**config.mk**
```make
export PLATFORM = sky130hd
export DESIGN_NAME = inst_mem_loader
export DESIGN_NICKNAME = d
export VERILOG_FILES = /design/src/rtl/inst_loader_pkg.sv /design/src/rtl/inst_mem_loader_asm.sv /design/src/rtl/inst_mem_loader.sv
export SDC_FILE = /design/constraint.sdc
export NUM_CORES = 1
export LEC_CHECK = 0
export ABC_AREA = 1
export CAP_MARGIN = 25
export CORE_MARGIN = 2
export CORE_UTILIZATION = 43
export DETAILED_ROUTE_END_ITERATION = 8
export GPL_TIMING_DRIVEN = 0
export PLACE_DENSITY = 0.76
export SYNTH_ARGS = -nofsm -noshare
export SYNTH_HDL_FRONTEND = slang
export SYNTH_HIERARCHICAL = 1
export SYNTH_SLANG_ARGS = --single-unit
```
**constraint.sdc**
```tcl
create_clock -name clk -period 2.8 [get_ports clk]
set_input_delay 0.28 -clock clk [delete_from_list [all_inputs] [get_ports clk]]
set_output_delay 0.28 -clock clk [all_outputs]
set_load 0.01 [all_outputs]
```
**src/rtl/inst_loader_pkg.sv**
```systemverilog
// Shared types and helpers for the instruction-memory loader.
// Latency: n/a (types and a pure function only).
// Backpressure: n/a.
package inst_loader_pkg;

   // Loader control states.
   typedef enum logic [1:0] {
      IDLE  = 2'd0,
      RECV  = 2'd1,
      WRITE = 2'd2,
      DONE  = 2'd3
   } loader_state_t;

   // Requested word count limited to the memory depth.
   function automatic int unsigned clamp_len(input int unsigned num_words,
                                             input int unsigned depth);
      return (num_words > depth) ? depth : num_words;
   endfunction

endpackage

```
**src/rtl/inst_mem_loader_asm.sv**
```systemverilog
// Little-endian byte-to-word assembler: byte k of a word lands in bits [8k+7:8k].
// Latency: each accepted byte is visible in word_out the cycle after byte_en.
// Backpressure: none of its own; it only counts bytes the caller marks with byte_en.
//
// Ports: clk, rst_n (sync, active low), clr (restart at byte 0), byte_en/byte_in
// (accepted byte), word_out (lanes written so far), last (current byte is lane BPW-1).
module word_assembler #(
   parameter int BITS = 64
) (
   input  logic            clk,
   input  logic            rst_n,
   input  logic            clr,
   input  logic            byte_en,
   input  logic [7:0]      byte_in,
   output logic [BITS-1:0] word_out,
   output logic            last
);

   localparam int BPW = BITS / 8;
   localparam int CW  = (BPW > 1) ? $clog2(BPW) : 1;

   logic [CW-1:0] byte_cnt;

   // Combinational so the caller can capture the final lane on the same edge.
   assign last = byte_en && (byte_cnt == CW'(BPW - 1));

   always_ff @(posedge clk) begin
      if (!rst_n) begin
         byte_cnt <= '0;
         word_out <= '0;
      end else if (clr) begin
         byte_cnt <= '0;
         word_out <= '0;
      end else if (byte_en) begin
         word_out[8*byte_cnt +: 8] <= byte_in;
         // Explicit wrap keeps non-power-of-two BPW correct.
         byte_cnt <= last ? '0 : byte_cnt + CW'(1);
      end
   end

endmodule

```
**src/rtl/inst_mem_loader.sv**
```systemverilog
// Instruction-memory writer: streams bytes into BITS-wide little-endian words and
// writes them to addresses 0..len-1, holding the core in reset while loading.
// Latency: one WRITE cycle after the last byte of each word (BPW+1 cycles/word best case);
// Backpressure: in_ready is high only in RECV; stalls on in_valid are unbounded.
// Optional: define INST_LOADER_CHECKSUM_EN for an 8-bit running sum of accepted bytes.
//
// Ports: clk, rst_n (sync, active low); start + num_words begin a load from IDLE;
// in_valid/in_data/in_ready byte stream; we/waddr/wdata memory write port;
// busy, done (1-cycle pulse), cpu_rst_n (low while busy), checksum.
module inst_mem_loader
   import inst_loader_pkg::*;
#(
   parameter int DEPTH  = 32,
   parameter int BITS   = 64,
   parameter int ADDR_W = $clog2(DEPTH)
) (
   input  logic              clk,
   input  logic              rst_n,
   input  logic              start,
   input  logic [ADDR_W:0]   num_words,
   input  logic              in_valid,
   input  logic [7:0]        in_data,
   output logic              in_ready,
   output logic              we,
   output logic [ADDR_W-1:0] waddr,
   output logic [BITS-1:0]   wdata,
   output logic              busy,
   output logic              done,
   output logic              cpu_rst_n,
   output logic [7:0]        checksum
);

   localparam int LW = ADDR_W + 1;

   loader_state_t   state, state_nxt;
   logic [LW-1:0]   len, word_cnt, word_cnt_inc, start_len;
   logic            start_acc, byte_en, asm_last;
   logic [BITS-1:0] asm_word, wdata_nxt;

   assign start_len    = LW'(clamp_len(32'(num_words), 32'(DEPTH)));
   assign start_acc    = (state == IDLE) && start;
   assign byte_en      = (state == RECV) && in_valid;
   assign word_cnt_inc = word_cnt + LW'(1);

   // Outputs are pure state decodes, so they never glitch with in_valid.
   assign in_ready  = (state == RECV);
   assign we        = (state == WRITE);
   assign done      = (state == DONE);
   assign busy      = (state != IDLE);
   assign cpu_rst_n = ~busy;

   word_assembler #(.BITS(BITS)) u_asm (
      .clk      (clk),
      .rst_n    (rst_n),
      .clr      (start_acc),
      .byte_en  (byte_en),
      .byte_in  (in_data),
      .word_out (asm_word),
      .last     (asm_last)
   );

   // The top lane is still in flight on the last-byte edge; merge it directly.
   always_comb begin
      wdata_nxt = asm_word;
      wdata_nxt[BITS-1 -: 8] = in_data;
   end

   always_comb begin
      state_nxt = state;
      case (state)
         IDLE:    if (start) state_nxt = (start_len == '0) ? DONE : RECV;
         RECV:    if (asm_last) state_nxt = WRITE;
         WRITE:   state_nxt = (word_cnt_inc == len) ? DONE : RECV;
         DONE:    state_nxt = IDLE;
         default: state_nxt = IDLE;
      endcase
   end

   always_ff @(posedge clk) begin
      if (!rst_n) begin
         state    <= IDLE;
         len      <= '0;
         word_cnt <= '0;
         waddr    <= '0;
         wdata    <= '0;
      end else begin
         state <= state_nxt;
         if (start_acc) begin
            len      <= start_len;
            word_cnt <= '0;
         end
         if (state == WRITE) word_cnt <= word_cnt_inc;
         // Register the write port as the word completes so it is valid throughout
         // WRITE and holds afterwards. word_cnt < len <= DEPTH here, so no wrap.
         if (asm_last) begin
            waddr <= word_cnt[ADDR_W-1:0];
            wdata <= wdata_nxt;
         end
      end
   end

`ifdef INST_LOADER_CHECKSUM_EN
   logic [7:0] sum_q;

   always_ff @(posedge clk) begin
      if (!rst_n)         sum_q <= '0;
      else if (start_acc) sum_q <= '0;
      else if (byte_en)   sum_q <= sum_q + in_data;
   end

   assign checksum = sum_q;
`else
   assign checksum = 8'h00;
`endif

endmodule

```
==> impl_metrics.ini, run 1 <==
[detailed_routing]
routed_wl_um = 15200
vias = 5402
drtAntennaViolNets = 0
first_pass_iters = 6
drt_first_iter_violations = 407
viasPerCell = 4.86
drc = 0
wl_per_cell_um = 13.7

[floorplanning]
initial_utilization_pct = 44.1
pin_count = 100
die-width_um = 121
core_area_sq_mm = 0.0133
die_h_um = 121
row_count = 42
dieArea_sq_mm = 0.0146

[synth]
yosys_warnings = 6
synthesis.area_per_instance_sq_um = 7.28
syn_area_sq_mm = 0.00586
synthCells = 805

[timing]
setup_viol = 0
grt_setup_unrepaired = no
fin_skew_ns = 0.00883
worst_slew_pin_slew_ns = 0.703
slew_viol_final = 0
fin_crit_sh_pct = 89.6
slew_headroom_pct = 53.1
fin_ws_ns = 0.290
min_period_ns = 2.51
final-hold-violation-count = 0
fmaxAchievable_mhz = 398

[power_and_ir_drop]
cellPowerDensity_mw_per_mm2 = 605
power_leakage_nw = 3.31
vdd_drop_max_v = 0.000385

[flow_run]
max-cap-violations = 0

[placed_design]
placed_cell_area_sq_mm = 0.00702
portBuffers = 91
dp_hpwl_um = 10900
place_ws_ns = -0.0151
gp_congestion = 0.961

[clock_network]
cts_tree = yes
root_buffer = clkbuf_16
insertion_delay_ns = 0.42
h-tree-depth = 4
hold_buffers = 0
post-cts-setup-buffers = 0
numClockSinks = 142
cts_made_buffers = 17
clockBufferDepth = 2
cts.clk_slew.worst_paths_ns = 0.06
ctsResizeCount = 0

[min_path]
min_to = len[3]
worstHoldPathType = in2reg
holdPathStages = 3
min_from = num_words[3]

[global_route]
grt_usage_pct = 22.0
grt_max_degree = 17
grt_overflow_total = 0
grt_pass1_vias = 5105
grt_pass1_wl_um = 24900
antenna_found_initial = 0

[layout]
syn2layout_area_growth_pct = 30.0
layout-drive-gt1-share_pct = 10.7
fin_area_sq_mm = 0.00763
diodes = 0
layout.nets = 946

[worst_setup_path]
cp.required_ns = 3.11
cp.arrival_ns = 2.82
r2r_end = wdata[50]
cp-start-kind = flip-flop
cp_max_fo = 10
ff2ff_path_depth = 12
rr_startpoint = state[0]
rrSetupSlack_ns = 0.29
critPathKind = reg2reg
crit_path_end_kind = flip-flop

[run_status]
status = complete, no violations
## power by group
group	internal [mW]	switching (mW)	leakage, nW
clock	1.44	0.839	0.285
sequential	2.04	0.0127	1.14
combinational	0.103	0.183	1.88
total	3.58	1.04	3.31
## cells in the final DEF (no fill, tap or decap), drive strengths merged
| cell type | count |
|---|---|
| nand3b | 1 |
| o21ai | 88 |
| nand2 | 107 |
| buf | 29 |
| xor2 | 1 |
| inv | 55 |
| conb | 8 |
| a211oi | 3 |
| clkbuf | 41 |
| ha | 6 |
| xnor2 | 1 |
| o211ai | 1 |
| nor2 | 271 |
| clkdlybuf4s50 | 91 |
| nand3 | 51 |
| dfxtp | 142 |
| clkinvlp | 4 |
| a21oi | 18 |
| nand4 | 3 |
| bufinv | 3 |
| nor3 | 4 |
| and2 | 1 |
| clkinv | 5 |
| a22oi | 1 |
## per-stage QoR
stage	std cells	power, mW	hold slack (ns)	setup TNS [ns]	utilization, %
after floorplan	812	2.27	0.415	0	-
after global placement	1079	2.37	0.457	0	52.8
after detailed placement	1079	2.37	0.461	-0.0167	52.8
after CTS	1111	4.64	0.458	0	57.3
after global routing	1111	4.77	0.488	0	57.4
final	1111	4.62	0.469	0	57.4
## routing by layer
layer	vias up	GRT usage (%)	routed length [um]	share of wire (%)
li1	2757	-	-	-
met1	2436	28.9	6950	46
met2	177	34.0	6890	45
met3	32	5.66	1030	6.7
met4	0	9.52	369	2.4
met5	-	0	0	0
## state kept, by name (all words and copies together), names as in the netlist
register        flops
waddr               5
wdata              64
state               2
word_cnt            6
u_asm/word_out     56
len                 6
u_asm/byte_cnt      3
## area by class of cell
type / instances / area [sq um]
Tap cell: 176 / 220
Buffer: 49 / 270
Clock buffer: 21 / 460
Fill cell: 1230 / 5670
Inverter: 56 / 211
Timing Repair Buffer: 91 / 911
Clock inverter: 11 / 140
Sequential cell: 142 / 2840
Multi-Input combinational cell: 565 / 2570
## worst max path at each step
stage | start | to | depth (start not counted)
6_report | state[0] | wdata[50] | 12
5_1_grt | state[0] | wdata[8] | 12
4_1_cts | state[0] | wdata[50] | 12
3_5_place_dp | in_valid | wdata[46] | 13
3_3_place_gp | in_valid | wdata[46] | 13
2_1_floorplan | u_asm/byte_cnt[0] | u_asm/word_out[32] | 10
## worst max-delay path: stages (launching register included)
cell,delay (ns)
dfxtp_1,0.43
nand2_1,0.12
nor2_2,0.23
buf_4,0.26
buf_2,0.23
nand2_1,0.10
inv_1,0.08
buf_2,0.24
inv_2,0.08
buf_2,0.20
buf_2,0.21
nor2_1,0.13
nor2_1,0.06
(Power assumes the default switching activity.)
==> run 2, diff against run 1 <==
- CORE_UTILIZATION: 43 -> 58
- PLACE_DENSITY: 0.76 -> 0.95
- clock period: 2.8 -> 2.9 ns (I/O delays scaled with it)
==> run 2 against run 1 <==
Against the previous run:
- combinational power is 1% lower
- sequential share of layout area increased by 0.36 points
- fmax grew 1.1%
- power decreased by 4.6%
- largest cell class unchanged
==> impl_metrics.ini, run 2 (synthesis results as in run 1) <==
[clock_network]
post-cts-setup-buffers = 0
cts.clk_slew.worst_paths_ns = 0.07
root_buffer = clkbuf_8
h-tree-depth = 4
hold_buffers = 0
clockBufferDepth = 2
cts_made_buffers = 17
insertion_delay_ns = 0.52
numClockSinks = 142
ctsResizeCount = 0
cts_tree = yes

[global_route]
antenna_found_initial = 0
grt_overflow_total = 0
grt_max_degree = 17
grt_pass1_wl_um = 26000
grt_usage_pct = 29.5
grt_pass1_vias = 5455

[detailed_routing]
vias = 5766
routed_wl_um = 15800
drc = 0
viasPerCell = 5.40
first_pass_iters = 7
wl_per_cell_um = 14.8
drtAntennaViolNets = 0
drt_first_iter_violations = 438

[min_path]
holdPathStages = 3
worstHoldPathType = in2reg
min_from = num_words[0]
min_to = len[0]

[timing]
final-hold-violation-count = 0
slew_viol_final = 0
fin_crit_sh_pct = 85.6
fin_skew_ns = 0.0135
fin_ws_ns = 0.417
setup_viol = 0
slew_headroom_pct = 54.4
setup_tns_ns = 0
min_period_ns = 2.48
hold_ws_ns = 0.369
grt_setup_unrepaired = no
fmaxAchievable_mhz = 403
worst_slew_pin_slew_ns = 0.684

[placed_design]
gp_congestion = 0.982
dp_hpwl_um = 10400
place_ws_ns = 0.242
portBuffers = 91
post-place-cells = 1036

[power_and_ir_drop]
vdd_drop_max_v = 0.000342
combPwrFrac_pct = 6.4
seqPwrFrac_pct = 45.0
p_switching_mw = 1.07
power_leakage_nw = 3.30
cellPowerDensity_mw_per_mm2 = 583
p_int_mw = 3.33
switching_share_pct = 24.3
clockPowerShare_pct = 48.6

[layout]
finalNonFillerCells = 1068
syn2layout_area_growth_pct = 28.8
regMostFlops = wdata
final_cell_mix = nor2_1 (260), dfxtp_1 (142), nand2_1 (100)
largest_reg_flops = 64
layout.nets = 946
reg_top3 = wdata (64), u_asm/word_out (56)
layout-drive-gt1-share_pct = 10.6
final_common_cell = nor2_1
diodes = 0

[worst_setup_path]
rr_startpoint = state[0]
cp-start-kind = flip-flop
cp.required_ns = 3.32
critPathKind = reg2reg
critPathMaxStageDelay_ns = 0.45
rrSetupSlack_ns = 0.42
crit_path_end_kind = flip-flop
crit_chain = nand2_1, nor2_1, buf_4, buf_2, nand2_1, inv_1, buf_2, inv_2, buf_2, buf_2, nor2_1, nor2_1
r2r_end = wdata[17]
cp_slowest_cell = dfxtp_1
ff2ff_path_depth = 12
crit_start = state[0]
cp.arrival_ns = 2.90
crit_top_cell = buf_2
cp_max_fo = 10

[floorplanning]
core_area_sq_mm = 0.00977
dieArea_sq_mm = 0.0109
row_count = 36
initial_utilization_pct = 60.0
pin_count = 100
die-width_um = 105
die_h_um = 105

[run_status]
status = complete, no violations

[flow_run]
max-cap-violations = 0
[run 2: area by class of cell]
cell class                      instances  area (sq um)
Clock buffer                           19           432
Sequential cell                       142          2840
Clock inverter                         13           154
Fill cell                             659          2220
Timing Repair Buffer                   91           911
Buffer                                 49           269
Multi-Input combinational cell        565          2570
Tap cell                              133           166
Inverter                               56           211
[run 2: worst max path at each step]
stage | cells past startpoint | endpoint | slack, ns
4_1_cts | 12 | wdata[17] | 0.41
3_3_place_gp | 13 | wdata[5] | 0.28
2_1_floorplan | 10 | u_asm/word_out[32] | 0.80
6_report | 12 | wdata[17] | 0.42
5_1_grt | 10 | wdata[59] | 0.26
3_5_place_dp | 13 | wdata[5] | 0.24
[run 2: per-layer routing]
layer | wire [um] | track usage, % | up-vias | share of wire, %
li1 | - | - | 2772 | -
met1 | 6370 | 35.4 | 2649 | 40
met2 | 7680 | 49.6 | 290 | 49
met3 | 1160 | 6.86 | 55 | 7.4
met4 | 576 | 14.4 | 0 | 3.6
met5 | 0 | 0 | - | 0
[run 2: power by group through the flow]
stage | registers, mW | logic (mW) | clock network (mW)
floorplan | 2.02 | 0.176 | 0
CTS | 1.98 | 0.276 | 2.15
global placement | 2.02 | 0.263 | 0
global route | 1.98 | 0.306 | 2.24
finish | 1.98 | 0.282 | 2.14
detailed placement | 2.02 | 0.268 | 0
[run 2: worst max-delay path: cells and delay by family (launching register included)]
family / cells / cell delay (ns)
DFF: 1 / 0.45
and+or+nand+nor: 5 / 0.61
buffers and inverters: 7 / 1.32
[run 2: through the flow]
step	utilization [%]	area, sq um	power, mW
after floorplan	-	5890	2.20
after global placement	71.3	6970	2.29
after detailed placement	71.3	6970	2.29
after CTS	77.3	7550	4.40
after global routing	77.3	7550	4.53
final	77.3	7550	4.40
==> run 3, diff against run 2 <==
- GPL_ROUTABILITY_DRIVEN: not set -> 0
- REMOVE_ABC_BUFFERS: not set -> 1
==> run 3 against run 2 <==
Against the previous run:
- power is 2.5% higher
- global-route usage barely moved
- sequential share of layout area increased by 0.66 points
- critical endpoint is now state[1]
- clock power rose by 6%
- fmax shrank 8.1%
- sequential cell count is the same
==> impl_metrics.ini, run 3 (synthesis results as in run 1) <==
[run_status]
status = complete, no violations

[layout]
reg_top3 = wdata (64), u_asm/word_out (56)
finish.utilization_pct = 75.9
final_cell_mix = nor2_1 (258), dfxtp_1 (142), nand2_1 (100)
final_common_cell = nor2_1
finalNonFillerCells = 1024
layout.nets = 902
syn2layout_area_growth_pct = 26.6
fillerInstances = 651
diodes = 0
fin_area_sq_mm = 0.00742
largest_reg_flops = 64
regMostFlops = wdata
layout-drive-gt1-share_pct = 8.98

[global_route]
busiest_layer = met2
grt_util_met3_pct = 6.30
grt_pass1_wl_um = 25900
grt_util_met1_pct = 34.3
grt_usage_pct = 29.5
grt_overflow_total = 0
grt_max_degree = 48
use_met2_pct = 51.6
grt_pass1_vias = 5398
antenna_found_initial = 0

[min_path]
min_from = rst_n
worstHoldPathType = in2reg
holdPathStages = 3
min_to = wdata[25]

[clock_network]
h-tree-depth = 4
clockBufferDepth = 2
insertion_delay_ns = 0.53
root_buffer = clkbuf_8
post-cts-setup-buffers = 0
cts.clk_slew.worst_paths_ns = 0.06
hold_buffers = 0
cts_tree = yes
cts_made_buffers = 17
numClockSinks = 142

[placed_design]
place_ws_ns = -0.437
placed_cell_area_sq_mm = 0.00679
portBuffers = 91
post-place-cells = 991
dp_hpwl_um = 9140

[power_and_ir_drop]
total_power_mw = 4.51
seqPwrFrac_pct = 43.9
power_leakage_nw = 3.20
clockPowerShare_pct = 50.1
p_switching_mw = 1.04
vdd_drop_max_v = 0.000421
p_int_mw = 3.48
switching_share_pct = 23.0
cellPowerDensity_mw_per_mm2 = 608
combPwrFrac_pct = 6.0

[timing]
final-hold-violation-count = 0
fmaxAchievable_mhz = 370
slew_headroom_pct = 59.6
setup_viol = 0
min_period_ns = 2.70
worst_slew_pin_slew_ns = 0.605
setup_tns_ns = 0
slew_viol_final = 0
grt_setup_unrepaired = no
fin_crit_sh_pct = 93.2
fin_ws_ns = 0.198
hold_ws_ns = 0.274
fin_skew_ns = 0.00916

[worst_setup_path]
rr_startpoint = state[0]
cp-start-kind = flip-flop
cp.arrival_ns = 3.15
r2r_end = state[1]
rrSetupSlack_ns = 0.20
crit_path_end_kind = flip-flop
ff2ff_path_depth = 10
critPathKind = reg2reg
cp_max_fo = 47
cp.required_ns = 3.35

[detailed_routing]
first_pass_iters = 7
routed_wl_um = 15800
drt_first_iter_violations = 703
wl_per_cell_um = 15.4
drc = 0
drtAntennaViolNets = 0
vias = 5647
viasPerCell = 5.51

[floorplanning]
die_h_um = 105
pin_count = 100
die-width_um = 105
core_area_sq_mm = 0.00977
dieArea_sq_mm = 0.0109
initial_utilization_pct = 60.0
row_count = 36

[flow_run]
max-cap-violations = 0
run 3: worst max path at each step:
stage	start	end	slack (ns)	cells after the start
after floorplan	state[0]	state[1]	-0.49	8
after global placement	rst_n	u_asm/byte_cnt[0]	-2.55	5
after detailed placement	in_valid	state[1]	-0.44	11
after CTS	state[0]	state[1]	0.1	10
after global routing	state[0]	state[1]	0.03	10
final	state[0]	state[1]	0.20	10
run 3: critical path, cell delays in order, from the launching register on:
cell	delay, ns
dfxtp_1	0.43
nand2_1	0.22
nor2_4	0.39
nand2_1	0.15
clkinv_2	0.29
buf_12	0.25
inv_2	0.27
buf_12	0.26
nand2_1	0.10
o211ai_1	0.08
a21oi_1	0.16
run 3: final cells by class:
type                       instances  area (sq um)  share of cell area (%)
sequential                       142          2840                    38.3
clock buffer                      18           428                    5.76
timing repair buffer              95           993                    13.4
tap                              133           166                    2.24
clock inverter                    14           191                    2.58
multi-input combinational        566          2590                    34.9
inverter                          56           213                    2.87
run 3: timing repair:
item / 4_1_cts / 5_1_grt
gates resized for setup: 1 / 1
endpoints found under the setup margin: 36 / 31
cloned: 0 / 1
pin swaps: 0 / 1
endpoints found under the hold margin: 0 / 0
run 3: power by group through the flow:
stage | clock network [mW] | registers, mW | logic, mW
after global routing | 2.37 | 1.98 | 0.291
after global placement | 0 | 2.02 | 0.237
after floorplan | 0 | 2.02 | 0.147
after CTS | 2.27 | 1.98 | 0.261
final | 2.26 | 1.98 | 0.272
after detailed placement | 0 | 2.02 | 0.249
run 3: metal layers:
layer | routed length [um] | vias up | share of wire (%)
met5 | 0 | - | 0
met4 | 651 | 0 | 4.1
met3 | 1300 | 74 | 8.2
met2 | 7790 | 332 | 49
met1 | 6040 | 2573 | 38
li1 | - | 2668 | -
